$ cat src/rtl/mips_pkg.sv
// ============================================================================
// mips_pkg
// Shared MIPS core definitions: word width, opcodes and the fetch FSM state type.
// Revision: 1.0
// ============================================================================
`default_nettype none

package mips_pkg;

    localparam int WORD_W = 32;

    localparam logic [5:0] OP_RTYPE = 6'h00;
    localparam logic [5:0] OP_J     = 6'h02;
    localparam logic [5:0] OP_JAL   = 6'h03;
    localparam logic [5:0] OP_BEQ   = 6'h04;
    localparam logic [5:0] OP_BNE   = 6'h05;
    localparam logic [5:0] OP_LW    = 6'h23;
    localparam logic [5:0] OP_SW    = 6'h2B;

    typedef enum logic [1:0] {
        IDLE  = 2'd0,
        FETCH = 2'd1,
        HOLD  = 2'd2,
        HALT  = 2'd3
    } fetch_state_t;

    function automatic logic [5:0] opcodeOf(input logic [WORD_W-1:0] word);
        return word[31:26];
    endfunction

endpackage

`default_nettype wire

$ cat src/rtl/next_pc_calc.sv
// ============================================================================
// next_pc_calc
// Combinational next-PC selection for the fetch stage: jump, branch or pc+4.
// Revision: 1.0
// ============================================================================
`default_nettype none

module next_pc_calc
    import mips_pkg::*;
(
    input  logic [WORD_W-1:0] pc,
    input  logic [WORD_W-1:0] instr,
    input  logic              Branch,
    input  logic              Bne,
    input  logic              Jump,
    input  logic              Jal,
    input  logic              eq,
    output logic [WORD_W-1:0] next_pc,
    output logic              taken
);

    logic [WORD_W-1:0] w_pc4;
    logic [WORD_W-1:0] w_jumpTarget;
    logic [WORD_W-1:0] w_branchTarget;
    logic              w_isJump;
    logic              w_isBranch;
    logic              w_unusedOpcode;

    assign w_pc4          = pc + 32'd4;
    assign w_jumpTarget   = {w_pc4[31:28], instr[25:0], 2'b00};
    assign w_branchTarget = w_pc4 + {{14{instr[15]}}, instr[15:0], 2'b00};

    assign w_isJump   = Jump | Jal;
    assign w_isBranch = (Branch & eq) | (Bne & ~eq);

    // Jumps outrank branches when decode asserts both.
    always_comb begin
        next_pc = w_pc4;
        if (w_isJump) begin
            next_pc = w_jumpTarget;
        end else if (w_isBranch) begin
            next_pc = w_branchTarget;
        end
    end

    assign taken = w_isJump | w_isBranch;

    // Opcode field is decoded upstream; not needed for target arithmetic.
    assign w_unusedOpcode = ^instr[31:26];

endmodule

`default_nettype wire

$ cat src/rtl/pc_fetch_unit.sv
// ============================================================================
// pc_fetch_unit
// PC register and instruction-fetch FSM over a valid/ready imem port.
// Optional macro: BRANCH_DELAY_SLOT_EN (one-instruction branch delay slot).
// Revision: 1.0
// ============================================================================
`default_nettype none

module pc_fetch_unit
    import mips_pkg::*;
#(
    parameter logic [WORD_W-1:0] RESET_PC      = 32'h0000_0000,
    parameter int                FETCH_TIMEOUT = 255
) (
    input  logic              clk,
    input  logic              reset,
    output logic              imem_req,
    output logic [WORD_W-1:0] imem_addr,
    input  logic              imem_ready,
    input  logic [WORD_W-1:0] imem_rdata,
    output logic [WORD_W-1:0] instr,
    output logic [5:0]        opcode,
    output logic              instr_valid,
    input  logic              instr_ack,
    input  logic              Branch,
    input  logic              Bne,
    input  logic              Jump,
    input  logic              Jal,
    input  logic              eq,
    output logic [WORD_W-1:0] pc,
    output logic [WORD_W-1:0] link_addr,
    output logic              fetch_err
);

    localparam logic [7:0] c_TIMEOUT = 8'(FETCH_TIMEOUT);

`ifdef BRANCH_DELAY_SLOT_EN
    localparam logic [WORD_W-1:0] c_LINK_OFFSET = 32'd8;
`else
    localparam logic [WORD_W-1:0] c_LINK_OFFSET = 32'd4;
`endif

    fetch_state_t      r_state;
    logic [WORD_W-1:0] r_pc;
    logic [WORD_W-1:0] r_instr;
    logic              r_instrValid;
    logic              r_imemReq;
    logic              r_fetchErr;
    logic [7:0]        r_timeoutCnt;

    logic [WORD_W-1:0] w_nextPc;
    logic              w_taken;
    logic [7:0]        w_cntNext;

    next_pc_calc u_nextPc (
        .pc      (r_pc),
        .instr   (r_instr),
        .Branch  (Branch),
        .Bne     (Bne),
        .Jump    (Jump),
        .Jal     (Jal),
        .eq      (eq),
        .next_pc (w_nextPc),
        .taken   (w_taken)
    );

    assign w_cntNext = r_timeoutCnt + 8'd1;

`ifdef BRANCH_DELAY_SLOT_EN
    logic              r_pendingValid;
    logic [WORD_W-1:0] r_pendingTarget;
    logic [WORD_W-1:0] w_pc4;

    assign w_pc4 = r_pc + 32'd4;
`else
    logic w_unusedTaken;

    assign w_unusedTaken = w_taken;
`endif

    always_ff @(posedge clk) begin
        if (reset) begin
            r_state      <= IDLE;
            r_pc         <= RESET_PC;
            r_instr      <= '0;
            r_instrValid <= 1'b0;
            r_imemReq    <= 1'b0;
            r_fetchErr   <= 1'b0;
            r_timeoutCnt <= '0;
`ifdef BRANCH_DELAY_SLOT_EN
            r_pendingValid  <= 1'b0;
            r_pendingTarget <= '0;
`endif
        end else begin
            case (r_state)
                IDLE: begin
                    r_state   <= FETCH;
                    r_imemReq <= 1'b1;
                end
                FETCH: begin
                    if (imem_ready) begin
                        r_instr      <= imem_rdata;
                        r_instrValid <= 1'b1;
                        r_imemReq    <= 1'b0;
                        r_state      <= HOLD;
                    end else if (w_cntNext == c_TIMEOUT) begin
                        r_fetchErr <= 1'b1;
                        r_imemReq  <= 1'b0;
                        r_state    <= HALT;
                    end else begin
                        r_timeoutCnt <= w_cntNext;
                    end
                end
                HOLD: begin
                    if (instr_ack) begin
`ifdef BRANCH_DELAY_SLOT_EN
                        // A redirect already pending wins over whatever the slot decodes.
                        if (r_pendingValid) begin
                            r_pc           <= r_pendingTarget;
                            r_pendingValid <= 1'b0;
                        end else begin
                            r_pc            <= w_pc4;
                            r_pendingValid  <= w_taken;
                            r_pendingTarget <= w_nextPc;
                        end
`else
                        r_pc <= w_nextPc;
`endif
                        r_instrValid <= 1'b0;
                        r_timeoutCnt <= '0;
                        r_imemReq    <= 1'b1;
                        r_state      <= FETCH;
                    end
                end
                HALT: begin
                    r_state <= HALT;
                end
                default: begin
                    r_state <= IDLE;
                end
            endcase
        end
    end

    assign imem_req    = r_imemReq;
    assign imem_addr   = r_pc;
    assign pc          = r_pc;
    assign instr       = r_instr;
    assign opcode      = opcodeOf(r_instr);
    assign instr_valid = r_instrValid;
    assign fetch_err   = r_fetchErr;
    assign link_addr   = r_pc + c_LINK_OFFSET;

endmodule

`default_nettype wire

$ cat config.mk
export PLATFORM = sky130hd
export DESIGN_NAME = pc_fetch_unit
export DESIGN_NICKNAME = d
export VERILOG_FILES = /design/src/rtl/mips_pkg.sv /design/src/rtl/next_pc_calc.sv /design/src/rtl/pc_fetch_unit.sv
export SDC_FILE = /design/constraint.sdc
export NUM_CORES = 1
export LEC_CHECK = 0
export ABC_AREA = 1
export BUFFER_PORTS_ARGS = -buffer_cell sky130_fd_sc_hd__buf_2
export CORE_MARGIN = 2
export CORE_UTILIZATION = 30
export CTS_CLUSTER_DIAMETER = 30
export DETAILED_ROUTE_END_ITERATION = 6
export PLACE_DENSITY = 0.58
export SLEW_MARGIN = 25
export SYNTH_ARGS = -nofsm -noshare
export SYNTH_HDL_FRONTEND = slang
export SYNTH_HIERARCHICAL = 1
export SYNTH_SLANG_ARGS = --single-unit
$ cat constraint.sdc
create_clock -name clk -period 3.05 [get_ports clk]
set_input_delay 0.1525 -clock clk [delete_from_list [all_inputs] [get_ports clk]]
set_output_delay 0.1525 -clock clk [all_outputs]
set_load 0.005 [all_outputs]
==> impl_results.md, run 1 <==
* Hold slack at between 0.03 and 0.04 ns
* Static leakage at around 5 nW
* Synth Area in Adders at ~6.8%
* Fmax at 336 MHz
* Clock root buffer: clkbuf_16
* Setup Slack @ Placement at -0.214 ns
* H-tree levels at 3
* Num rows at between 50 and 60
* Wire per inst at roughly 16 um
* Number of placed cells counting well taps at between 1500 and 2000
* Number of synthesized flops with an enable pin at 0
* Overflow after GRT at 0
* I/O Buffers at 177
* Post-Syn Instances at roughly 1300
* Detailed placement HPWL at about 23000 um
* Post-synthesis compound-gate area fraction at between 10% and 20%
* Die width at between 150 and 200 um
* Worst-skew pair later-pin latency at 0.35 ns
* Final Power at slightly below 3 mW
* Final slew viol count at 0
* Synth Area per Inst at 6.03 um^2
* Largest family of logic cells by synthesized area: simple AND/OR/NAND/NOR gates
* Status: finished clean
* Nets@finish at about 1600
* Setup crit end kind: register
* Initial Util at a little over 30%
* Measured slew at the worst slew-check pin at a little over 0.9 ns
* Post-CTS Hold Buffers at 0
* Post-Synth Simple-Gate Area at roughly two fifths
* Drt via density at between 4 and 5
* Async SR Flop Fraction at 0%
* Vias in the first global route at about 8300
* Initial DRT Pass Iterations at 5
* Sink Count at 77
* XOR/XNOR Fraction of Synth Area at 6.07%
* Kind of critical path: register to register
* Worst min path class: primary input to register
* Post-Syn Area at around 7600 um^2
* Slack of the critical path at 0.0747 ns
* Yosys top cell area share at about a fifth
* Total number of vias at a little under 9000
* Type of origin of the critical path: register
* Share of layout cells above drive strength 1 at between 30% and 40%
* Yosys top cell by area: dfxtp_1
* Slew HR at between 30% and 40%
* Pwr dens at between 200 and 300 nW/um^2
* Die Y at 163 um
* Arrival time worst endpoint at ~3.2 ns
* Clk buf depth at 2
* GRT Util Overall at between 20% and 30%
* TritonCTS Buffers at 9
* Ant. Diodes at 0
* GPL Wtd Cong at roughly 0.9
* Max_cap viols at 0
* Core Box Area at 25000 um^2
* Final ANT Viol Nets at 0
* Antenna violations before repair at 0
* Final Setup Violations at 0
* Ys Warns at 6
* Area Overhead vs Synth at 35.7%
* Clk_skew at between 0.01 and 0.015 ns
* Minimum clock period at between 2 and 3 ns
* Ys flop type: dfxtp_1
* Commonest non-fill, non-tap cell in the layout: nand2_1
* Fillers at approximately 2700
* Final Util at 41.2%
* Commonest cells after routing, fill and taps aside: 363 x nand2_1, 177 x buf_2, 150 x inv_1
* RSZ-0062 raised after global routing: yes
* Tcrit/Tclk final at a little over nine tenths
* Initial detailed-routing violation count at approximately 580
* Main area contributors after synthesis: dfxtp_1 20%, nand2_1 20%, inv_1 7.7%
* Largest net degree at the start of global routing at 59
* Die area at 26600 um^2
* Part of the Yosys area used for sequential elements at between 20% and 30%
* CP Data Required Time at roughly 3.3 ns
* Crit-path max FO at 4
* Routed WL at ~30000 um
* #FFs+latches synth at just under 80
* TritonCTS clock tree: yes
* Remaining DRCs at 0
* Net Count, Synth at 1343
* Final-report hold violation count at 0
* Mux cell area share after synthesis at 0%
* Non-Filler Instances at about 1800
* Clock transition at path regs at approximately 0.07 ns
* FF-to-FF setup slack at roughly 0.075 ns
* I/O pin cnt at between 150 and 200
* Number of unique standard cell types used by synthesis at 50
* Max VDD drop at approximately 300 uV
* First-pass GRT wire length at ~45000 um
==> cell families (layout without fill, tap and decap cells) <==
logic type,count (synthesis),count (layout)
adders and majority gates,41,41
xor gates and xnor gates,51,51
buffers and inverters,238,465
AOI/OAI and AO/OA,170,170
DFF,77,77
and+or+nand+nor,684,684
==> registers in the layout (all words and copies together) (netlist names) <==
signal and cells:
fetch_err 1, imem_addr 32, imem_req 1, instr 32, instr_valid 1, r_state 2
r_timeoutCnt 8
==> power breakdown <==
group / leakage, nW / total [mW] / internal, mW / switching (mW)
clock: 0.169 / 1.30 / 0.811 / 0.485
sequential: 0.635 / 1.09 / 1.04 / 0.0477
combinational: 4.30 / 0.564 / 0.225 / 0.339
==> worst max-delay path, cell delays in order, from the launching register on <==
cell and delay (ns):
dfxtp_4 0.37, buf_4 0.11, nand2_1 0.08, nor2_2 0.15, nand2_1 0.08, nor2_2 0.15
buf_4 0.13, nand4_1 0.09, nand2_1 0.15, inv_1 0.09, ha_1 0.37, nand2_2 0.11
nor2_2 0.13, nand2_1 0.10, nor3_1 0.15, nand2_1 0.12, nand2_1 0.08, nand2_1 0.05
nand3_1 0.08, nand2_1 0.08, o21ai_1 0.14, a21oi_1 0.05
==> cell usage after synthesis (3+ instances only) <==
| master | instances |
|---|---|
| dfxtp_1 | 77 |
| inv_1 | 155 |
| o21bai_1 | 10 |
| a21oi_1 | 105 |
| ha_1 | 40 |
| a21oi_2 | 5 |
| nor2_2 | 9 |
| nor2_4 | 10 |
| o211ai_1 | 7 |
| nand2_1 | 400 |
| nor2_1 | 88 |
| nand2_2 | 11 |
| clkbuf_1 | 24 |
| xnor2_1 | 13 |
| o21ai_0 | 24 |
| xor2_1 | 36 |
| nor3_2 | 7 |
| nand3_1 | 94 |
| nand3_2 | 3 |
| nand4_1 | 23 |
| nand3b_1 | 3 |
| nor3_1 | 18 |
| buf_4 | 40 |
| clkinv_1 | 3 |
| o21ai_1 | 10 |
| buf_2 | 8 |
| inv_2 | 7 |
==> worst paths after layout <==
check	start	end	cells after the start
worst max register to register	imem_addr[15]	imem_addr[29]	21
worst min-delay path	imem_rdata[12]	instr[12]	3
worst min register to register	fetch_err	fetch_err	1
worst max-delay path	imem_addr[15]	imem_addr[29]	21
==> layer usage <==
layer	vias to the layer above	wire length, um	GRT usage [%]
met4	0	755	6.28
met2	294	13300	35.1
met5	-	0	0
met1	4089	13300	29.3
li1	4434	-	-
met3	37	1950	3.76
==> cell type report <==
cell class | instances | area (um^2) | share of cell area [%]
multi-input cells | 946 | 5640 | 54.7
repair buffers | 284 | 1720 | 16.6
flip-flops and latches | 77 | 1580 | 15.3
well taps | 330 | 413 | 4.00
inverters | 165 | 621 | 6.01
clock inverters | 6 | 119 | 1.15
clock buffers | 10 | 229 | 2.22
==> timing repair <==
action	in CTS	in global routing
setup buffers	1	11
resized for setup	23	147
setup endpoints to repair	19	23
cloned	0	0
pin swaps	1	47
==> metrics by stage <==
| stage | instance area, um^2 | TNS (ns) |
|---|---|---|
| floorplan | 7600 | 0 |
| global placement | 9190 | -1.41 |
| detailed placement | 9190 | -1.67 |
| CTS | 9640 | 0 |
| global route | 10300 | -0.590 |
| finish | 10300 | 0 |
(Power assumes the default switching activity.)
==> run 2, diff against run 1 <==
--- a/config.mk
+++ b/config.mk
@@ -8,5 +8,4 @@
 export ABC_AREA = 1
 export BUFFER_PORTS_ARGS = -buffer_cell sky130_fd_sc_hd__buf_2
-export CORE_MARGIN = 2
 export CORE_UTILIZATION = 30
 export CTS_CLUSTER_DIAMETER = 30
==> constraint.sdc (replaced) <==
create_clock -name clk -period 3.05 [get_ports clk]
set_input_delay 0.4575 -clock clk [delete_from_list [all_inputs] [get_ports clk]]
set_output_delay 0.4575 -clock clk [all_outputs]
set_load 0.005 [all_outputs]
==> impl_results.md, run 2 (same netlist as run 1, synthesis figures left out) <==
* Status: finished clean (unchanged)
* Reg2reg start: imem_addr[3] (was imem_addr[15])
* Remaining DRCs at 0 (unchanged)
* Final Util at 43.1% (was 41.2%)
* Hold slack at 0.347 ns (was 0.0397 ns)
* Die area at 26000 um^2 (was 26600 um^2)
* TritonCTS Buffers at 9 (unchanged)
* Antenna violations before repair at 0 (unchanged)
* GRT Util Overall at 22.7% (was 21.6%)
* Total number of vias at 9105 (was 8854)
* Initial DRT Pass Iterations at 7 (was 5)
* Area Overhead vs Synth at 39.5% (was 35.7%)
* Clk buf depth at 2 (unchanged)
* Overflow after GRT at 0 (unchanged)
* Type of origin of the critical path: register (unchanged)
* Arrival time worst endpoint at 3.14 ns (was 3.19 ns)
* Critical path launch point: imem_addr[3] (was imem_addr[15])
* Initial Util at 30.9% (was 30.4%)
* Share of layout cells above drive strength 1 at 35.7% (was 33.9%)
* Non-Filler Instances at 1830 (was 1818)
* Vias in the first global route at 8566 (was 8349)
* Worst-skew pair later-pin latency at 0.36 ns (was 0.35 ns)
* Largest net degree at the start of global routing at 59 (unchanged)
* Clock root buffer: clkbuf_16 (unchanged)
* Final Setup Violations at 0 (unchanged)
* Slowest stage delay, CP at 0.39 ns (was 0.37 ns)
* WP buf/inv at 4 (was 3)
* Final-report hold violation count at 0 (unchanged)
* RSZ-0062 raised after global routing: yes (unchanged)
* Num rows at 57 (was 58)
* Setup crit end kind: register (unchanged)
* Nets@finish at 1583 (was 1565)
* Highest Signal Layer: met4 (unchanged)
* H-tree levels at 3 (unchanged)
* Worst-path cell chain: nand2_4 -> nor2_4 -> buf_4 -> nand3_2 -> xor2_1 -> buf_4 -> ha_1 -> nand2_1 -> buf_4 -> nor2_2 -> inv_1 -> nor3_2 -> nand2_1 -> nand2_1 -> a21oi_1 -> o21ai_1 -> nand2_1 -> o21ai_1 -> a21oi_1 (was buf_4 -> nand2_1 -> nor2_2 -> nand2_1 -> nor2_2 -> buf_4 -> nand4_1 -> nand2_1 -> inv_1 -> ha_1 -> nand2_2 -> nor2_2 -> nand2_1 -> nor3_1 -> nand2_1 -> nand2_1 -> nand2_1 -> nand3_1 -> nand2_1 -> o21ai_1 -> a21oi_1)
* M1 WL at 13500 um (was 13300 um)
* CP Data Required Time at 3.28 ns (was 3.27 ns)
* Clk_skew at 0.0140 ns (was 0.0148 ns)
* Worst min path class: primary input to register (unchanged)
* Wire per inst at 16.3 um (was 16.1 um)
* Fmax at 343 MHz (was 336 MHz)
* Tcrit/Tclk final at 95.6% (was 97.6%)
* Die Y at 161 um (was 163 um)
* Stages on worst setup path at 19 (was 21)
* Static leakage at 5.23 nW (was 5.11 nW)
* Final ANT Viol Nets at 0 (unchanged)
* Final slew viol count at 0 (unchanged)
* Worst Hold Depth at 3 (unchanged)
* Routed met3 length at 1920 um (was 1950 um)
* Clock transition at path regs at 0.07 ns (about the same)
* Hold path start: imem_rdata[25] (was imem_rdata[12])
* Commonest non-fill, non-tap cell in the layout: nand2_1 (unchanged)
* Crit-path slowest cell: dfxtp_4 (unchanged)
* Slew HR at 40.2% (was 38.6%)
* Drt via density at 4.98 (was 4.87)
* Kind of critical path: register to register (unchanged)
* Commonest cells after routing, fill and taps aside: 370 x nand2_1, 177 x buf_2, 147 x inv_1 (was 363 x nand2_1, 177 x buf_2, 150 x inv_1)
* TNS Setup at 0 ns (unchanged)
* Top delay family on crit path: simple AND/OR/NAND/NOR gates (unchanged)
* First-pass GRT wire length at 46500 um (was 44800 um)
* Core Box Area at 24600 um^2 (was 25000 um^2)
* Max_cap viols at 0 (unchanged)
* Number of placed cells counting well taps at 1801 (was 1790)
* Detailed placement HPWL at 23500 um (was 22800 um)
* Met2 Routed Length at 13900 um (was 13300 um)
* Routed WL at 29900 um (was 29300 um)
* Pwr dens at 257 nW/um^2 (was 286 nW/um^2)
* Measured slew at the worst slew-check pin at 0.891 ns (was 0.920 ns)
* Die width at 161 um (was 163 um)
* I/O Buffers at 177 (unchanged)
* Cell mode on critical path: nand2_1 (unchanged)
* Max VDD drop at 247 uV (was 300 uV)
* Sink Count at 77 (unchanged)
* Initial detailed-routing violation count at 643 (was 582)
* Ant. Diodes at 0 (unchanged)
* Crit-path max FO at 5 (was 4)
* FF-to-FF path depth at 19 (was 21)
* I/O pin cnt at 178 (unchanged)
* Minimum clock period at 2.92 ns (was 2.98 ns)
* GPL Wtd Cong at 0.906 (was 0.915)
* TritonCTS clock tree: yes (unchanged)
* Post-CTS Hold Buffers at 0 (unchanged)
-- run 2: timing repair --
action | 4_1_cts | 5_1_grt
setup endpoints to repair | 17 | 27
gates resized for setup | 20 | 185
pin swaps | 4 | 49
setup buffers | 1 | 13
-- run 2: final timing paths --
kind                   end  slack, ns
max          imem_addr[16]       0.13
min              instr[25]       0.35
max reg2reg  imem_addr[16]       0.13
min reg2reg      instr[15]       0.46
-- run 2: power by group --
part | total [mW] | internal (mW) | switching [mW]
Combinational | 0.586 | 0.240 | 0.346
Sequential | 1.09 | 1.04 | 0.0502
Clock | 1.05 | 0.558 | 0.489
-- run 2: cell type report --
| cell class | instances | area, um^2 |
|---|---|---|
| clock inverter | 6 | 46.3 |
| fill | 2634 | 14000 |
| multi-input combinational | 946 | 5880 |
| inverter | 165 | 622 |
| tap | 324 | 405 |
| timing repair buffer | 302 | 1840 |
| sequential | 77 | 1590 |
| clock buffer | 10 | 229 |
-- run 2: metal layers --
layer	up-vias	global-route usage (%)
li1	4470	-
met1	4255	31.0
met2	343	37.8
met3	37	3.26
met4	0	4.63
met5	-	0
-- run 2: through the flow --
step / worst slack, ns / total power [mW] / cell area, um^2
after floorplan: 0.210 / 1.40 / 7600
after global placement: -0.133 / 1.63 / 9310
after detailed placement: -0.161 / 1.63 / 9310
after CTS: -0.0276 / 2.69 / 9690
after global routing: -0.0376 / 2.84 / 10600
final: 0.135 / 2.72 / 10600
-- run 2: worst reg2reg max path: cells and delay by family, from the launching register on --
kind,cells,cell delay [ns]
buffers and inverters,4,0.54
AO/OA/AOI/OAI,4,0.41
XOR/XNOR,1,0.16
flip-flops,1,0.39
adder cells (fa/ha/maj),1,0.30
AND/OR/NAND/NOR,9,1.02
